`config.mk`:
```
export PLATFORM = sky130hd
export DESIGN_NAME = ram_port_arbiter
export DESIGN_NICKNAME = d
export VERILOG_FILES = /design/src/rtl/ram_port_arbiter.sv
export SDC_FILE = /design/constraint.sdc
export NUM_CORES = 1
export LEC_CHECK = 0
export BUFFER_PORTS_ARGS = -buffer_cell sky130_fd_sc_hd__buf_2
export CAP_MARGIN = 20
export CORE_UTILIZATION = 30
export CTS_CLUSTER_SIZE = 14
export DETAILED_ROUTE_END_ITERATION = 10
export GPL_ROUTABILITY_DRIVEN = 0
export SLEW_MARGIN = 20
export SYNTH_ARGS = -nofsm -noshare
export SYNTH_HDL_FRONTEND = slang
export SYNTH_SLANG_ARGS = --single-unit
```
`constraint.sdc`:
```
create_clock -name clk -period 2.1 [get_ports clk]
set_input_delay 0.315 -clock clk [delete_from_list [all_inputs] [get_ports clk]]
set_output_delay 0.315 -clock clk [all_outputs]
set_load 0.005 [all_outputs]
```
`src/rtl/ram_port_arbiter.sv`:
```
// ram_port_arbiter: shares one RAM port between the fetch and MEM data requesters.
// Define RAM_ARB_RR_EN for round-robin arbitration instead of fixed data-over-fetch priority.
module ram_port_arbiter #(
    parameter int ADDR_WIDTH = 32,
    parameter int DATA_WIDTH = 32
) (
    input  logic                    clk,
    input  logic                    rst,
    input  logic                    inst_req,
    input  logic [ADDR_WIDTH-1:0]   inst_addr,
    output logic                    inst_ready,
    output logic [DATA_WIDTH-1:0]   inst_rdata,
    input  logic                    data_req,
    input  logic                    data_we,
    input  logic [DATA_WIDTH/8-1:0] data_sel,
    input  logic [ADDR_WIDTH-1:0]   data_addr,
    input  logic [DATA_WIDTH-1:0]   data_wdata,
    output logic                    data_ready,
    output logic [DATA_WIDTH-1:0]   data_rdata,
    output logic                    ram_en,
    output logic                    ram_write_en,
    output logic [DATA_WIDTH/8-1:0] ram_write_sel,
    output logic [ADDR_WIDTH-1:0]   ram_addr,
    output logic [DATA_WIDTH-1:0]   ram_write_data,
    input  logic                    ram_ready,
    input  logic [DATA_WIDTH-1:0]   ram_read_data,
    output logic                    stall_req
);
    typedef enum logic [1:0] {IDLE, GNT_DATA, GNT_INST, DONE} state_t;
    state_t state;
    logic   pick_data;
    logic   any_req;
    logic   finish;
`ifdef RAM_ARB_RR_EN
    logic   last_inst;
    assign pick_data = data_req & (~inst_req | last_inst);
`else
    assign pick_data = data_req;
`endif
    assign any_req   = data_req | inst_req;
    assign finish    = (state == GNT_DATA || state == GNT_INST) && ram_ready;
    assign stall_req = (data_req & ~data_ready) | (inst_req & ~inst_ready);
    always_ff @(posedge clk or negedge rst) begin
        if (!rst) begin
            state          <= IDLE;
            ram_en         <= 1'b0;
            ram_write_en   <= 1'b0;
            ram_write_sel  <= '0;
            ram_addr       <= '0;
            ram_write_data <= '0;
            inst_ready     <= 1'b0;
            data_ready     <= 1'b0;
            inst_rdata     <= '0;
            data_rdata     <= '0;
`ifdef RAM_ARB_RR_EN
            last_inst      <= 1'b1;
`endif
        end else begin
            inst_ready <= 1'b0;
            data_ready <= 1'b0;
            case (state)
                IDLE: if (any_req) begin
                    ram_en         <= 1'b1;
                    ram_write_en   <= pick_data & data_we;
                    ram_write_sel  <= pick_data ? data_sel : '0;
                    ram_addr       <= pick_data ? data_addr : inst_addr;
                    ram_write_data <= pick_data ? data_wdata : '0;
                    state          <= pick_data ? GNT_DATA : GNT_INST;
`ifdef RAM_ARB_RR_EN
                    last_inst      <= ~pick_data;
`endif
                end
                GNT_DATA: if (ram_ready) begin
                    if (!ram_write_en) data_rdata <= ram_read_data;
                    data_ready <= 1'b1;
                    state      <= DONE;
                end
                GNT_INST: if (ram_ready) begin
                    inst_rdata <= ram_read_data;
                    inst_ready <= 1'b1;
                    state      <= DONE;
                end
                default: state <= IDLE;
            endcase
            // the RAM port is idle from the completing edge onward
            if (finish) begin
                ram_en         <= 1'b0;
                ram_write_en   <= 1'b0;
                ram_write_sel  <= '0;
                ram_addr       <= '0;
                ram_write_data <= '0;
            end
        end
    end
endmodule

```
After elaboration in Yosys (flattened, before gate mapping)
Index checks and enable logic that the tools add are counted.
Word-level totals
  register bits: 138
  output and inout bits: 137
  logic and storage cells: 57
Cells by class
  equality and inequality tests: 4
  multiplexer cells: 25
  bitwise logic cells: 8
  reductions and logical operators: 10
Operators with widths (number)
  32-bit 2-to-1 mux: 8
  4-bit 2-to-1 mux: 4
  1-bit 2-to-1 mux: 9
  2-bit 2-to-1 mux: 3
  2-bit AND reduction: 3
  2-bit case mux with 2 select lines: 1
  2-bit nonzero test: 2
  1-bit bitwise AND: 3
  1-bit inverter: 3
  3-bit AND reduction: 1
  2-bit by 1-bit == test with 1-bit output, second input constant: 1
  2-bit == test, second input constant: 1
  2-bit zero test: 1
  2-bit by 1-bit inequality test with 1-bit output, second input constant: 1
  2-bit inequality test, second input constant: 1
  1-bit OR: 2
  2-bit OR reduction: 1
  1-bit logical AND: 1
  1-bit logical OR: 1

Longest topological paths before layout
Gate-level depths: netlist (run 1).
  depth in word-level cells: 5
  depth in mapped cells: 7
  depth with buffers taken out: 5

Worst setup path before layout (run 1)
Ideal clock, no wire load.
  path type: reg-to-reg
  from: reg state[1]
  to: reg ram_write_data[10]
  library setup time: 65 ps
  data arrival time: 1543 ps
  required time: 2035 ps
  path slack: 491 ps
  cell stages (with the launch flop): 8
  path buffers: 2
  cell sequence: dfrtp_1 inv_1 ha_1 and2_1 buf_4 nor2_4 buf_6 a22o_1
On the way
  word-level cells in the longest chain between the ends: 5
RTL lines
  start: declaration: line 30  | state_t state;
  start signal: assignment: line 68  | state <= pick_data ? GNT_DATA : GNT_INST;
  2-bit by 1-bit == test with 1-bit output / 2-bit == test (equally long branches): line 41  | assign finish = (state == GNT_DATA || state == GNT_INST) && ram_ready;
  1-bit logical OR: line 41
  1-bit logical AND: line 41
  2-bit nonzero test (no source line)
  2-bit AND reduction (no source line)
  end signal: assignment: line 67  | ram_write_data <= pick_data ? data_wdata : '0;
  end: declaration: line 24  | output logic [DATA_WIDTH-1:0] ram_write_data,
Several ways; a longest one is shown, not always the timed one.
A chain may end at the register's enable or synchronous reset.

Worst setup path in the final report (run 1)
  from: reg state[1]
  to: reg ram_addr[15]
On the way
  word-level cells in the longest chain between the ends: 5
RTL lines
  2-bit by 1-bit == test with 1-bit output / 2-bit == test (equally long branches): line 41
  1-bit logical OR: line 41
  1-bit logical AND: line 41
  2-bit nonzero test (no source line)
  2-bit AND reduction (no source line)
  end signal: assignment: line 66  | ram_addr <= pick_data ? data_addr : inst_addr;
  end: declaration: line 23  | output logic [ADDR_WIDTH-1:0] ram_addr,
Several ways; a longest one is shown, not always the timed one.

==> key figures, run 1 <==
Timing
  • Worst Tran Pin Value: 0.545 ns
  • Final slew viol count: 0
  • Worst rel slew slack: 0.637
  • Setup TNS: 0 ns
  • Final Setup Violations: 0
  • Maximum clock frequency: 506 MHz
  • Worst hold margin: 0.110 ns
  • Portion of the clock cycle consumed by the worst path in the final layout: 0.941
  • Unrepaired setup endpoints after global routing: false
  • Layout Skew: 0.00841 ns
  • Final critical-path required period: 1.98 ns
  • Final hold vios: 0

Global routing
  • Number of antenna violations at the first check in global routing: 2
  • Largest net degree at the start of global routing: 66
  • Met2 demand-to-capacity share in global routing: 0.248
  • Busiest layer in global routing: met2
  • Wire length of the first global-routing pass: 23400 um
  • Total routing resource utilization after global routing: 0.153
  • Global-route met3 utilization: 0.0530
  • Global Route met1 Usage: 0.188
  • Total congestion overflow: 0
  • Via count of the first global-routing pass: 4479

Power and ir drop
  • Power per unit of standard cell area: 1570 mW/mm^2
  • IR Drop Worst-Case VDD: 0.612 mV
  • Switching fraction of total power: 0.323
  • Part of the total power dissipated in sequential elements: 0.378
  • Static Leakage: 4.18 nW
  • Logic pwr share: 0.378
  • P_sw: 4.04 mW
  • Fraction of power consumed by the clock network: 0.244
  • Internal: 8.47 mW

Synth
  • Syn Std Cell Area: 0.00574 mm^2
  • Area share of fa/ha/maj cells after synthesis: 0.00873
  • Compound-cell area share of the yosys netlist: 0.107
  • Post-synthesis mux area share: 0.201
  • Distinct cell type count after synthesis: 27
  • Synthesized area per cell: 14.5 um^2
  • Synthesized-area fraction occupied by xor and xnor cells: 0
  • Count of mapped cells out of synthesis: 395
  • Main combinational cell family by area after synthesis: multiplexers
  • Share of synthesized area occupied by flip-flops and latches: 0.602
  • Yosys synthesis warning count: 0
  • Net count after synthesis: 537
  • Synthesis-stage register bit count: 138
  • Post-synthesis simple-gate area fraction: 0.0386

Clock network
  • Root cell of the clock tree: clkbuf_16
  • TritonCTS Buffers: 17
  • Clock network latency to the later pin of the worst-skew pair: 0.41 ns
  • CTS tree: done
  • Clock sinks: 138
  • Post-CTS setup buffer count: 0
  • Worst-case clock buffer depth: 2
  • Clock-pin transition on the worst setup and hold timing paths: 0.06 ns
  • Number of levels the H-tree was split into: 4

Critical path
  • R2R depth: 5
  • Critical path cell sequence: inv_1 -> ha_1 -> and2_1 -> buf_4 -> a211oi_1
  • Slowest cell on the critical path: and2_1
  • Crit path capture type: flop
  • Largest stage delay, worst path: 0.43 ns
  • Type of the setup path with the least slack: reg -> reg
  • Kind of start point of the critical path: flop
  • Buffers and inverters on the worst path: 2
  • Cell class contributing the biggest share of worst-path delay: buffers and inverters
  • Depth of the critical timing path with buffers and inverters included: 5
  • Critical path peak fanout: 33
  • Critical path data required time: 2.37 ns
  • CP Data Arrival Time: 2.25 ns

Die
  • Num rows: 50
  • Chip Width: 140 um
  • Ports: 275
  • Vert. Die Dim: 140 um
  • Area of the die: 0.0197 mm^2
  • Effective utilization at floorplan: 0.307
  • Core Area: 0.0187 mm^2

Layout
  • Fraction of final layout cells with drive strength greater than 1: 0.562
  • Net count reported at finish: 813
  • Layout overhead on the synthesized area: 38.5%

Outcome
  • Outcome: finished, final reports clean

Drt
  • Vias after detailed routing: 4347
  • Remaining DRCs: 0
  • Drt pass-1 iters: 4
  • Post-DR vias/cell: 4.74
  • Detail-routed net length per standard cell: 16.3 um
  • Number of routed nets with antenna violations: 0
  • Number of DRC violations after detailed-routing iteration 0: 128
  • Wirelength, routed: 14900 um

Placement
  • Number of port buffers: 274
  • Detailed-placement wirelength estimate: 10500 um

Flow run
  • Max cap viols: 0

Hold path
  • Worst Hold Path Cells: 2
  • Min-delay worst type: in -> reg
-- synth_stat cells --
master / n / share of area
mux2_2: 34 / 0.067
mux2_4: 30 / 0.079
o22ai_1: 2 / 0.0022
nor2b_1: 1 / 0.0011
ha_1: 4 / 0.0087
a22o_1: 37 / 0.057
buf_2: 7 / 0.0061
nand2b_1: 1 / 0.0011
buf_4: 7 / 0.0092
inv_1: 5 / 0.0033
o2bb2ai_1: 1 / 0.0015
o21a_4: 1 / 0.0026
nor2_1: 35 / 0.023
nor2_4: 2 / 0.0039
nor3b_1: 2 / 0.0026
buf_6: 11 / 0.022
and2_2: 1 / 0.0013
or2b_1: 1 / 0.0013
clkbuf_1: 3 / 0.0020
or4_1: 1 / 0.0013
mux2i_1: 32 / 0.056
a211oi_1: 32 / 0.042
nand2_1: 3 / 0.0020
o21ai_0: 1 / 0.00087
and2_1: 1 / 0.0011
dfrtp_1: 138 / 0.60
a21oi_1: 2 / 0.0017
-- registers in the layout (all words and copies together), names as in the netlist --
register	flops
data_rdata	32
data_ready	1
inst_rdata	32
inst_ready	1
ram_addr	32
ram_en	1
ram_write_data	32
ram_write_en	1
ram_write_sel	4
state	2
-- metrics by stage --
step | setup slack [ns] | instance area, um^2 | instances | power [mW] | utilization
5_1_grt | 0.0269 | 7940 | 916 | 13.3 | 0.424
3_3_place_gp | 0.150 | 7310 | 883 | 9.26 | 0.391
6_report | 0.124 | 7940 | 917 | 12.5 | 0.425
2_1_floorplan | 0.491 | 5740 | 395 | 7.50 | -
4_1_cts | 0.0147 | 7920 | 914 | 12.6 | 0.423
3_5_place_dp | 0.0255 | 7310 | 883 | 9.47 | 0.391
-- layout make-up --
type	count	area, um^2
clock buffer	19	453
multi-input combinational	226	2070
antenna	1	2.50
fill	1780	10800
clock inverter	11	146
tap	234	293
sequential	138	3450
timing repair buffer	283	1510
inverter	5	18.8
-- layout by cell type (no fill, tap or decap), types with 4 or more instances in the layout --
master and instances:
mux2_2 34, mux2_4 30, clkbuf_16 17, a22o_1 37, a211oi_1 32, buf_2 273
buf_12 5, dfrtp_1 138, inv_1 5, ha_1 4, mux2i_1 32, nor2_1 35
nor2_4 4
-- cells by family after synthesis --
logic type	count (synthesis)
AOI/OAI and AO/OA	76
adders and majority gates	4
buffers and inverters	33
DFF	138
muxes	96
and+or+nand+nor	48
-- repair_timing --
action                                 4_1_cts  5_1_grt
endpoints found under the hold margin       35        0
hold buffers                                 1        0
resized for setup                            0        2
setup endpoints to repair                    0       37
-- power by group through the flow --
stage          Combinational (mW)  Sequential [mW]  Clock (mW)
2_1_floorplan                2.68             4.82           0
3_3_place_gp                 4.55             4.72           0
3_5_place_dp                 4.73             4.75           0
4_1_cts                      4.73             4.73        3.17
5_1_grt                      5.18             4.90        3.26
6_report                     4.73             4.72        3.05
-- per-layer routing --
metal | wire [um] | share of wire
met2 | 7180 | 0.48
met4 | 227 | 0.015
met3 | 1020 | 0.068
met5 | 13 | 0.00087
met1 | 6490 | 0.43
-- final timing paths --
check	end	start	slack [ns]
max in group asynchronous	ram_addr[18]$_DFFE_PN0P_	rst	1.09
setup reg to reg	ram_addr[15]$_DFFE_PN0P_	state[1]$_DFFE_PN0P_	0.12
setup / recovery	ram_addr[15]$_DFFE_PN0P_	state[1]$_DFFE_PN0P_	0.12
min in group asynchronous	inst_rdata[7]$_DFFE_PN0P_	rst	0.37
hold / removal	ram_write_data[22]$_DFFE_PN0P_	data_wdata[22]	0.11
hold reg to reg	inst_rdata[1]$_DFFE_PN0P_	inst_rdata[1]$_DFFE_PN0P_	0.50
(Power assumes the default switching activity.)
==> inputs of run 2 (changes only) <==
==> constraint.sdc (replaced) <==
create_clock -name clk -period 2.1 [get_ports clk]
set_input_delay 0.21 -clock clk [delete_from_list [all_inputs] [get_ports clk]]
set_output_delay 0.21 -clock clk [all_outputs]
set_load 0.005 [all_outputs]
==> run 2 against run 1 <==
Effect of this change:
- register-to-register slack better by 0.02 ns
- clock-buffer cell count down 2
- first-iteration DRC count up 47%
- fmax up 1.1%
- die area unchanged
- wire length up 0.54%
- sequential power about the same
- cell area up 3.3%
- clock skew down 0.0033 ns
- largest power group unchanged
==> key figures, run 2 (synthesis gave the netlist of run 1 again) <==
Outcome
  • Outcome: finished, final reports clean

Drt
  • Number of routed nets with antenna violations: 0
  • Drt pass-1 iters: 4
  • Number of DRC violations after detailed-routing iteration 0: 188
  • Vias after detailed routing: 4420
  • Remaining DRCs: 0
  • Detail-routed net length per standard cell: 15.9 um
  • Post-DR vias/cell: 4.69
  • Wirelength, routed: 15000 um

Die
  • Effective utilization at floorplan: 0.307
  • Num rows: 50
  • Vert. Die Dim: 140 um
  • Ports: 275
  • Core Area: 0.0187 mm^2
  • Chip Width: 140 um
  • Area of the die: 0.0197 mm^2

Critical path
  • Crit path capture type: flop
  • Kind of start point of the critical path: flop
  • Critical path data required time: 2.38 ns
  • Register-to-register path setup slack: 0.14 ns
  • Largest stage delay, worst path: 0.43 ns
  • R2R depth: 5
  • Type of the setup path with the least slack: reg -> reg
  • Critical path capture point: ram_addr[2]$_DFFE_PN0P_
  • CP Data Arrival Time: 2.23 ns
  • Critical path peak fanout: 33
  • Worst r2r dst: ram_addr[2]$_DFFE_PN0P_
  • Slowest cell on the critical path: and2_1
  • Start of the worst register-to-register path: state[1]$_DFFE_PN0P_
  • Critical path cell sequence: inv_1 -> ha_1 -> and2_1 -> buf_4 -> a211oi_1
  • Crit path launch: state[1]$_DFFE_PN0P_

Timing
  • Maximum clock frequency: 511 MHz
  • Layout Skew: 0.00515 ns
  • Unrepaired setup endpoints after global routing: false
  • Final slew viol count: 0
  • Worst hold margin: 0.0259 ns
  • Final Setup Violations: 0
  • Worst Tran Pin Value: 0.552 ns
  • Setup TNS: 0 ns
  • Portion of the clock cycle consumed by the worst path in the final layout: 0.931
  • Worst rel slew slack: 0.632
  • Final hold vios: 0
  • Final critical-path required period: 1.96 ns

Clock network
  • CTS tree: done
  • Root cell of the clock tree: clkbuf_16
  • Worst-case clock buffer depth: 2
  • TritonCTS Buffers: 17
  • Clock sinks: 138
  • Post-CTS setup buffer count: 0
  • Clock network latency to the later pin of the worst-skew pair: 0.41 ns
  • Clock-pin transition on the worst setup and hold timing paths: 0.06 ns
  • Number of levels the H-tree was split into: 4

Layout
  • Fraction of final layout cells with drive strength greater than 1: 0.545
  • Most common cell after layout, fill and taps aside: buf_2
  • # diodes: 0
  • Layout overhead on the synthesized area: 43.0%
  • Net count reported at finish: 837
  • Commonest cells after routing, fill and taps aside: 273 x buf_2, 138 x dfrtp_1, 37 x a22o_1, 35 x nor2_1, 34 x mux2_2

Global routing
  • Via count of the first global-routing pass: 4592
  • Largest net degree at the start of global routing: 77
  • Wire length of the first global-routing pass: 23800 um
  • Number of antenna violations at the first check in global routing: 2
  • Total routing resource utilization after global routing: 0.156
  • Total congestion overflow: 0

Placement
  • Number of port buffers: 274
  • Detailed-placement wirelength estimate: 10600 um

Power and ir drop
  • Post-layout total power: 12.7 mW
  • IR Drop Worst-Case VDD: 0.548 mV
  • Power per unit of standard cell area: 1550 mW/mm^2
  • Static Leakage: 4.28 nW

Hold path
  • Worst Min Path Start: data_wdata[23]
  • Min-delay worst type: in -> reg

Flow run
  • Max cap viols: 0
[run 2: stage by stage]
stage          setup WS, ns  cell area, um^2  utilization  std cells
2_1_floorplan         0.491             5740            -        395
3_3_place_gp          0.157             7300        0.390        884
3_5_place_dp         0.0167             7300        0.390        884
4_1_cts             0.00958             8180        0.437        940
5_1_grt              0.0347             8200        0.438        942
6_report              0.145             8200        0.438        942
[run 2: critical path: cells and delay by family (launching register included)]
kind            cells  cell delay, ns
buf+inv             2            0.52
simple gates        1            0.43
flops               1            0.40
fa+ha+maj           1            0.36
compound gates      1            0.09
[run 2: what timing repair did]
item                                    CTS  global route
hold endpoints to repair                 57             0
hold buffers                             24             0
resized for setup                         0             2
endpoints found under the setup margin    0            37
[run 2: layout make-up]
class                      count  area, um^2
tap                          234         293
fill                        1769       10500
clock buffer                  17         425
timing repair buffer         307        1740
inverter                       5        18.8
clock inverter                15         210
sequential                   138        3450
multi-input combinational    226        2070
[run 2: metal layers]
layer / global-route usage / share of wire
met5: 0 / 0.00087
met2: 0.250 / 0.47
met3: 0.0523 / 0.064
met4: 0.0555 / 0.014
met1: 0.194 / 0.45
[run 2: how the worst min path moves through the flow]
stage	end	slack [ns]	cells after the start
after global placement	data_rdata[11]$_DFFE_PN0P_	0.12	1
after global routing	ram_write_data[31]$_DFFE_PN0P_	0.002	2
final	ram_write_data[23]$_DFFE_PN0P_	0.03	2
after CTS	ram_write_data[28]$_DFFE_PN0P_	0.00001	2
after detailed placement	data_rdata[7]$_DFFE_PN0P_	0.13	1
after floorplan	data_rdata[0]$_DFFE_PN0P_	-0.09	0
[run 2: where the power goes]
part / total (mW) / switching (mW) / leakage [nW] / internal (mW)
Combinational: 4.76 / 2.20 / 2.27 / 2.56
Sequential: 4.74 / 0.727 / 1.71 / 4.01
Clock: 3.22 / 1.21 / 0.299 / 2.01
Total: 12.7 / 4.13 / 4.28 / 8.58
==> inputs of run 3 (changes only) <==
--- a/config.mk
+++ b/config.mk
@@ -8,9 +8,11 @@
 export BUFFER_PORTS_ARGS = -buffer_cell sky130_fd_sc_hd__buf_2
 export CAP_MARGIN = 20
 export CORE_UTILIZATION = 30
+export CTS_BUF_LIST = sky130_fd_sc_hd__clkbuf_2 sky130_fd_sc_hd__clkbuf_4 sky130_fd_sc_hd__clkbuf_8
 export CTS_CLUSTER_SIZE = 14
 export DETAILED_ROUTE_END_ITERATION = 10
 export GPL_ROUTABILITY_DRIVEN = 0
+export GPL_TIMING_DRIVEN = 0
 export SLEW_MARGIN = 20
 export SYNTH_ARGS = -nofsm -noshare
 export SYNTH_HDL_FRONTEND = slang
==> constraint.sdc (replaced) <==
create_clock -name clk -period 2.1 [get_ports clk]
set_input_delay 0.21 -clock clk [delete_from_list [all_inputs] [get_ports clk]]
set_output_delay 0.21 -clock clk [all_outputs]
set_load 0.02 [all_outputs]
==> run 3 against run 2 <==
Effect of this change:
- cell count grew 6.4%
- largest cell class unchanged
- largest power group unchanged
- sequential cell count stayed put
- clock skew rose by 0.0039 ns
- clock-buffer cell count up 1
- setup slack improved by 0.084 ns
==> key figures, run 3 (synthesis gave the netlist of run 1 again) <==
Outcome
  • Outcome: finished, final reports clean

Global routing
  • Wire length of the first global-routing pass: 24700 um
  • Number of antenna violations at the first check in global routing: 1
  • Largest net degree at the start of global routing: 71
  • Via count of the first global-routing pass: 4753
  • Total routing resource utilization after global routing: 0.161
  • Total congestion overflow: 0

Clock network
  • Root cell of the clock tree: clkbuf_8
  • Number of levels the H-tree was split into: 4
  • Post-CTS setup buffer count: 0
  • TritonCTS Buffers: 17
  • Worst-case clock buffer depth: 2
  • CTS-repair resized insts: 0
  • Clock network latency to the later pin of the worst-skew pair: 0.43 ns
  • Cts-stage hold buffer count: 67
  • Clock sinks: 138
  • CTS tree: done
  • Clock-pin transition on the worst setup and hold timing paths: 0.08 ns

Timing
  • Final hold vios: 0
  • Final Setup Violations: 0
  • Worst hold margin: 0.0349 ns
  • Worst Tran Pin Value: 0.558 ns
  • Maximum clock frequency: 534 MHz
  • Layout Skew: 0.00906 ns
  • Final critical-path required period: 1.87 ns
  • Final slew viol count: 0
  • Worst rel slew slack: 0.628
  • Portion of the clock cycle consumed by the worst path in the final layout: 0.891
  • Unrepaired setup endpoints after global routing: false
  • Setup TNS: 0 ns

Drt
  • Number of DRC violations after detailed-routing iteration 0: 116
  • Detail-routed net length per standard cell: 15.3 um
  • Vias after detailed routing: 4517
  • Number of routed nets with antenna violations: 0
  • Wirelength, routed: 15300 um
  • Post-DR vias/cell: 4.51
  • Drt pass-1 iters: 4
  • Remaining DRCs: 0

Layout
  • Utilization after layout: 0.457
  • Fraction of final layout cells with drive strength greater than 1: 0.520
  • Most common cell after layout, fill and taps aside: buf_2
  • Commonest cells after routing, fill and taps aside: 279 x buf_2, 138 x dfrtp_1, 67 x dlygate4sd3_1, 37 x a22o_1, 35 x nor2_1
  • Final std cell area, no fill: 0.00855 mm^2
  • Net count reported at finish: 897
  • # diodes: 0
  • Layout overhead on the synthesized area: 49.1%

Critical path
  • Critical path peak fanout: 10
  • CP Data Arrival Time: 2.24 ns
  • Crit path capture type: flop
  • Critical path data required time: 2.46 ns
  • Kind of start point of the critical path: flop
  • Type of the setup path with the least slack: reg -> reg

Power and ir drop
  • Power per unit of standard cell area: 1600 mW/mm^2
  • IR Drop Worst-Case VDD: 0.610 mV
  • Post-layout total power: 13.7 mW
  • Static Leakage: 4.45 nW

Placement
  • Detailed-placement wirelength estimate: 10600 um
  • Number of port buffers: 273
  • Total cell area at the placement stage: 0.00743 mm^2

Die
  • Ports: 275
  • Num rows: 50
  • Area of the die: 0.0197 mm^2
  • Effective utilization at floorplan: 0.307
  • Vert. Die Dim: 140 um
  • Core Area: 0.0187 mm^2
  • Chip Width: 140 um

Hold path
  • Min-delay worst type: in -> reg

Flow run
  • Max cap viols: 0
[run 3: critical path, cell delays in order (launching register included)]
cell and delay [ns]:
dfrtp_1 0.39, inv_1 0.10, ha_1 0.34, and2_1 0.16, buf_4 0.17, nor2_4 0.26, buf_4 0.23, a22o_1 0.15
[run 3: routing by layer]
layer | vias to the layer above | part of all wire | global-route usage
met5 | - | 0 | 0
met4 | 0 | 0.019 | 0.0636
met3 | 22 | 0.062 | 0.0417
met2 | 183 | 0.46 | 0.262
met1 | 2153 | 0.46 | 0.203
li1 | 2159 | - | -
[run 3: layout make-up]
class	instances	area [um^2]
Sequential cell	138	3450
Fill cell	1723	10200
Tap cell	234	293
Timing Repair Buffer	341	2070
Buffer	28	223
Inverter	5	18.8
Clock inverter	14	210
Clock buffer	18	241
Multi-Input combinational cell	224	2040
[run 3: final timing paths]
kind,from,slack [ns],end,cells past startpoint
setup / recovery,state[1]$_DFFE_PN0P_,0.23,ram_write_sel[2]$_DFFE_PN0P_,7
hold / removal,data_sel[2],0.03,ram_write_sel[2]$_DFFE_PN0P_,2
setup reg to reg,state[1]$_DFFE_PN0P_,0.23,ram_write_sel[2]$_DFFE_PN0P_,7
hold reg to reg,ram_write_data[1]$_DFFE_PN0P_,0.50,ram_write_data[1]$_DFFE_PN0P_,1
max in group asynchronous,rst,1.05,inst_rdata[30]$_DFFE_PN0P_,3
min in group asynchronous,rst,0.30,inst_rdata[4]$_DFFE_PN0P_,2
[run 3: stage by stage]
stage | instances | setup slack, ns
after floorplan | 395 | 0.491
after global placement | 902 | -1.25
after detailed placement | 903 | 0.220
after CTS | 1002 | 0.195
after global routing | 1002 | 0.0549
final | 1002 | 0.229
[run 3: power by group]
part	switching [mW]	total [mW]	internal [mW]
Combinational	3.74	6.55	2.81
Sequential	0.677	4.68	4.00
Clock	1.16	2.50	1.34
